===== src/rtl/assoc_cache.sv =====
// assoc_cache: fully-associative cache between the core load/store path and the memory bus.
// Reads that miss allocate an entry; writes go through to memory and never allocate.
// Ports:
//   clk, rst             clock; asynchronous active-high reset
//   req_*                core request (valid/ready); resp_* one-cycle response pulse, no backpressure
//   inv                  invalidate all entries (honoured only in IDLE)
//   mem_*                blocking request/acknowledge toward backing memory
// Build option: define CACHE_LRU_EN for true-LRU replacement; the default is round-robin.
module assoc_cache #(
  parameter int ADDR_WIDTH = 8,
  parameter int DATA_WIDTH = 8,
  parameter int CELL_CNT   = 4
) (
  input  logic                  clk,
  input  logic                  rst,
  input  logic                  req_valid,
  output logic                  req_ready,
  input  logic                  req_we,
  input  logic [ADDR_WIDTH-1:0] req_addr,
  input  logic [DATA_WIDTH-1:0] req_wdata,
  input  logic                  inv,
  output logic                  resp_valid,
  output logic [DATA_WIDTH-1:0] resp_rdata,
  output logic                  resp_hit,
  output logic                  mem_req,
  output logic                  mem_we,
  output logic [ADDR_WIDTH-1:0] mem_addr,
  output logic [DATA_WIDTH-1:0] mem_wdata,
  input  logic                  mem_ack,
  input  logic [DATA_WIDTH-1:0] mem_rdata
);
  localparam int IW = $clog2(CELL_CNT);

  typedef enum logic [1:0] {IDLE, MEM_RD, MEM_WR} state_t;
  state_t state, state_nxt;

  logic [CELL_CNT-1:0]   valid;
  logic [ADDR_WIDTH-1:0] tag  [CELL_CNT];
  logic [DATA_WIDTH-1:0] data [CELL_CNT];

  logic          accept, hit, has_inv, fill, wr_hit;
  logic [IW-1:0] hit_idx, inv_idx, policy_idx, victim;

  assign req_ready = (state == IDLE) && !inv;
  assign accept    = req_valid && req_ready;
  // Memory request is a pure function of state so an async reset drops it immediately.
  assign mem_req   = (state != IDLE);
  assign mem_we    = (state == MEM_WR);
  assign fill      = (state == MEM_RD) && mem_ack;

  // Tags are unique, so at most one entry can match.
  always_comb begin
    hit     = 1'b0;
    hit_idx = '0;
    for (int i = 0; i < CELL_CNT; i++) begin
      if (valid[i] && tag[i] == req_addr) begin
        hit     = 1'b1;
        hit_idx = IW'(i);
      end
    end
  end

  // Lowest-index invalid entry wins: scan from the top so the last assignment is the lowest.
  always_comb begin
    has_inv = 1'b0;
    inv_idx = '0;
    for (int i = CELL_CNT - 1; i >= 0; i--) begin
      if (!valid[i]) begin
        has_inv = 1'b1;
        inv_idx = IW'(i);
      end
    end
  end

`ifdef CACHE_LRU_EN
  // Ages form a permutation of 0..CELL_CNT-1; the oldest entry (CELL_CNT-1) is the victim.
  logic [IW-1:0] age [CELL_CNT];
  logic          touch_en;
  logic [IW-1:0] touch_idx;

  assign touch_en  = (accept && hit) || fill;
  assign touch_idx = fill ? victim : hit_idx;

  always_comb begin
    policy_idx = '0;
    for (int i = 0; i < CELL_CNT; i++)
      if (age[i] == IW'(CELL_CNT - 1)) policy_idx = IW'(i);
  end

  always_ff @(posedge clk or posedge rst) begin
    if (rst) begin
      for (int i = 0; i < CELL_CNT; i++) age[i] <= IW'(i);
    end else if (touch_en) begin
      for (int i = 0; i < CELL_CNT; i++) begin
        if (IW'(i) == touch_idx)         age[i] <= '0;
        else if (age[i] < age[touch_idx]) age[i] <= age[i] + 1'b1;
      end
    end
  end
`else
  // Round-robin pointer only advances when a fill actually evicts a valid entry.
  logic [IW-1:0] rr_ptr;
  assign policy_idx = rr_ptr;

  always_ff @(posedge clk or posedge rst) begin
    if (rst)                   rr_ptr <= '0;
    else if (fill && !has_inv) rr_ptr <= rr_ptr + 1'b1;
  end
`endif

  assign victim = has_inv ? inv_idx : policy_idx;

  always_ff @(posedge clk or posedge rst) begin
    if (rst) state <= IDLE;
    else     state <= state_nxt;
  end

  always_comb begin
    state_nxt = state;
    case (state)
      IDLE: begin
        if (accept) begin
          if (req_we)   state_nxt = MEM_WR;
          else if (!hit) state_nxt = MEM_RD;
        end
      end
      MEM_RD, MEM_WR: if (mem_ack) state_nxt = IDLE;
      default: state_nxt = IDLE;
    endcase
  end

  always_ff @(posedge clk or posedge rst) begin
    if (rst) begin
      valid      <= '0;
      resp_valid <= 1'b0;
      resp_rdata <= '0;
      resp_hit   <= 1'b0;
      mem_addr   <= '0;
      mem_wdata  <= '0;
      wr_hit     <= 1'b0;
    end else begin
      resp_valid <= 1'b0;
      if (state == IDLE && inv) begin
        valid <= '0;
      end else if (accept) begin
        mem_addr  <= req_addr;
        mem_wdata <= req_wdata;
        wr_hit    <= hit;
        if (!req_we && hit) begin
          resp_valid <= 1'b1;
          resp_rdata <= data[hit_idx];
          resp_hit   <= 1'b1;
        end
      end else if (state != IDLE && mem_ack) begin
        resp_valid <= 1'b1;
        if (state == MEM_RD) begin
          valid[victim] <= 1'b1;
          resp_rdata    <= mem_rdata;
          resp_hit      <= 1'b0;
        end else begin
          resp_hit <= wr_hit;
        end
      end
    end
  end

  // Entry payload carries no reset; the valid bits gate every use of it.
  always_ff @(posedge clk) begin
    if (accept && req_we && hit) begin
      data[hit_idx] <= req_wdata;
    end else if (fill) begin
      tag[victim]  <= mem_addr;
      data[victim] <= mem_rdata;
    end
  end

endmodule


===== config.mk =====
export PLATFORM = sky130hd
export DESIGN_NAME = assoc_cache
export DESIGN_NICKNAME = d
export VERILOG_FILES = /design/src/rtl/assoc_cache.sv
export SDC_FILE = /design/constraint.sdc
export NUM_CORES = 1
export LEC_CHECK = 0
export BUFFER_PORTS_ARGS = -buffer_cell sky130_fd_sc_hd__buf_2
export CAP_MARGIN = 0
export CORE_ASPECT_RATIO = 0.9
export CORE_MARGIN = 1
export CORE_UTILIZATION = 40
export CTS_CLUSTER_DIAMETER = 80
export DETAILED_ROUTE_END_ITERATION = 8
export PLACE_DENSITY = 0.56
export SYNTH_ARGS = -nofsm -noshare
export SYNTH_HDL_FRONTEND = slang
export SYNTH_SLANG_ARGS = --single-unit

===== constraint.sdc =====
create_clock -name clk -period 3.6 [get_ports clk]
set_input_delay 0.72 -clock clk [delete_from_list [all_inputs] [get_ports clk]]
set_output_delay 0.72 -clock clk [all_outputs]
set_load 0.1 [all_outputs]

==> flow_summary.json <==
{
  "status": "completed",
  "holdWs_ps": 465,
  "synth_top_flop_cell": "edfxtp_1",
  "final_common_cell": "edfxtp_1",
  "grt_max_degree": 25,
  "drt_wl_total_um": 10200,
  "cts_buffer_depth": 2,
  "num-fill-cells": 990,
  "antenna_found_initial": 0,
  "crit_family": "simple AND/OR/NAND/NOR gates",
  "die_area_um2": 11800,
  "wl_per_cell_um": 17.7,
  "regArea_um2": 2800,
  "cp.arrival_ps": 2980,
  "cpMaxStageDelayCell": "and2b_1",
  "powerDensity_nw_per_um2": 796,
  "post_cts.repair.setup_buffers": 0,
  "synth_xor_area_frac": 0.0655,
  "post-place-ws_ps": 287,
  "end_kind": "flip-flop",
  "drc_errors": 0,
  "drive_above_1_share": 0.239,
  "rsz0062_at_grt": "false",
  "track_usage": 0.190,
  "max_freq_mhz": 335,
  "vias_per_cell": 5.12,
  "yosys_warnings": 0,
  "cp-start-kind": "input pin",
  "seq_area_frac_synth": 0.615,
  "final_cell_mix": "edfxtp_1 (64), nand2_1 (59), buf_2 (58)",
  "crit_chain": "buf_2 -> xnor2_1 -> nand3_2 -> nor3_4 -> o41ai_2 -> and2b_1 -> and3_1",
  "synth_fa_ha_area_frac": 0.00826,
  "cts_hold_buf": 0,
  "nNetsFinal": 455,
  "gp_congestion": 0.788,
  "drt_first_pass_iters": 4,
  "synth_top_family_by_area": "simple AND/OR/NAND/NOR gates",
  "cts_sinks": 99,
  "cts-resized-gates": 0,
  "io_buffers": 58,
  "clock_latency_ps": 350,
  "cts_tree": "yes",
  "postSynth.asyncResetShare": 0.354,
  "ctsRootBufferMaster": "clkbuf_16",
  "synthesis.nets": 396,
  "worst-path-buf-inv": 1,
  "vias": 2962,
  "yosys.area_share.simple": 0.150,
  "dieHeight_um": 103,
  "synth_compound_area_frac": 0.0795,
  "period_needed_ps": 2980,
  "grt_pass1_wl_um": 16200,
  "grt_pass1_vias": 2845,
  "overflow": 0,
  "postSynthAreaPerCell_um2": 12.5,
  "vdd_drop_max_uv": 508,
  "boundaryPins": 59,
  "htreeDepth": 3,
  "synth_edf_count": 64,
  "synthMuxAreaShare": 0.0440,
  "maxSlewHeadroom": 0.522,
  "skew_ps": 10.8,
  "synth_cell_types": 50,
  "synth-seq-cells": 99,
  "finalCritPeriodShare": 0.829,
  "slowest_delay_ps": 640,
  "cp.required_ps": 3590,
  "layout_setup_ws_ps": 616,
  "synth_cells": 363,
  "setup_violations": 0,
  "hold_viol": 0,
  "multi_input_area_um2": 1580,
  "diodes": 0,
  "clk_pin_slew_worst_paths_ps": 70,
  "fp.dieW_um": 114,
  "postRouteAntennaNets": 0,
  "tns_ps": 0,
  "p_leak_uw": 0.00209,
  "syn_to_final_growth_pct": 15.2,
  "syn_area_um2": 4550,
  "core_area_um2": 10900,
  "crit_type": "input pin to flip-flop",
  "worstPathMaxFanout": 10,
  "final_max_slew_viol_count": 0,
  "rows": 36,
  "hp-class": "input pin to async pin",
  "dpl.hpwl_um": 7020,
  "worst_slew_pin_slew_ps": 717,
  "initial_utilization": 0.415,
  "drv_cap": 0,
  "drt_iter0_drc": 188,
  "numCtsBuffers": 9
}
-- worst reg2reg max path, delay by kind of cell (launching register included) --
family,cells,cell delay (ps)
simple gates,4,1700
fa+ha+maj,1,300
buf+inv,1,70
flops,1,390
compound gates,1,110
-- registers in the layout, indices dropped and copies added (netlist names) --
name and count:
policy_idx 2, state 2, mem_wdata 8, tag 32
resp_hit 1, resp_rdata 8, mem_addr 8, wr_hit 1
valid 4, resp_valid 1, data 32
-- stage by stage --
| step | instance area [um^2] | util | total power (uW) | instances |
|---|---|---|---|---|
| final | 5240 | 0.479 | 4170 | 579 |
| after global routing | 5240 | 0.479 | 4340 | 579 |
| after CTS | 5240 | 0.479 | 4200 | 579 |
| after detailed placement | 4950 | 0.452 | 3260 | 563 |
| after global placement | 4950 | 0.452 | 3250 | 563 |
| after floorplan | 4550 | - | 2970 | 363 |
-- power breakdown --
part	internal [uW]	total [uW]	switching (uW)	leakage, uW
combinational	276	1650	1370	0.000917
sequential	1450	1590	140	0.00103
clock	513	932	419	0.000144
-- logic make-up (layout without fill, tap and decap cells) --
| kind of cell | Yosys count | after routing |
|---|---|---|
| XOR/XNOR | 34 | 34 |
| adder cells (fa/ha/maj) | 3 | 3 |
| AO/OA/AOI/OAI | 48 | 48 |
| AND/OR/NAND/NOR | 137 | 137 |
| buffers and inverters | 26 | 90 |
| multiplexers | 16 | 16 |
| flip-flops | 99 | 99 |
-- cells in the mapped netlist, drive strengths merged (2+ instances only) --
cell,instances,share of area
a21oi,15,0.017
nor2,28,0.023
nor3,12,0.018
mux2i,8,0.018
mux2,8,0.026
xnor2,26,0.050
nor4,10,0.017
o21ai,4,0.0044
nand4,4,0.0088
nand3,5,0.0066
ha,3,0.0083
edfxtp,64,0.42
nand2,60,0.050
o41ai,2,0.0055
o32a,8,0.018
dfrtp,35,0.19
and2,5,0.0069
a21boi,8,0.013
clkbuf,3,0.0025
buf,16,0.029
and3,5,0.0080
nor2b,3,0.0041
a31oi,3,0.0041
inv,7,0.0058
xor2,8,0.015
-- metal layers --
metal | GRT usage | wire length [um] | vias up
met5 | 0 | 0 | -
met4 | 0.0759 | 121 | 0
met3 | 0.0376 | 462 | 11
met2 | 0.272 | 4420 | 88
met1 | 0.282 | 5220 | 1447
li1 | - | - | 1416
-- layout make-up --
cell class / count / share of cell area
Multi-Input combinational cell: 238 / 0.301
Timing Repair Buffer: 67 / 0.0683
Clock buffer: 12 / 0.0490
Tap cell: 152 / 0.0363
Inverter: 7 / 0.00502
Sequential cell: 99 / 0.534
Clock inverter: 4 / 0.00597
-- worst paths after layout --
check | start | to | slack (ps) | cells past startpoint
setup reg to reg | state[0] | tag[1][7] | 680 | 7
setup / recovery | req_addr[7] | tag[1][7] | 620 | 7
max in group asynchronous | rst | mem_wdata[0] | 2360 | 3
hold / removal | rst | mem_addr[6] | 470 | 2
min in group clk | mem_wdata[7] | mem_wdata[7] | 470 | 2
hold reg to reg | mem_wdata[7] | mem_wdata[7] | 470 | 2
No activity file was read; power rests on OpenSTA's default activity.
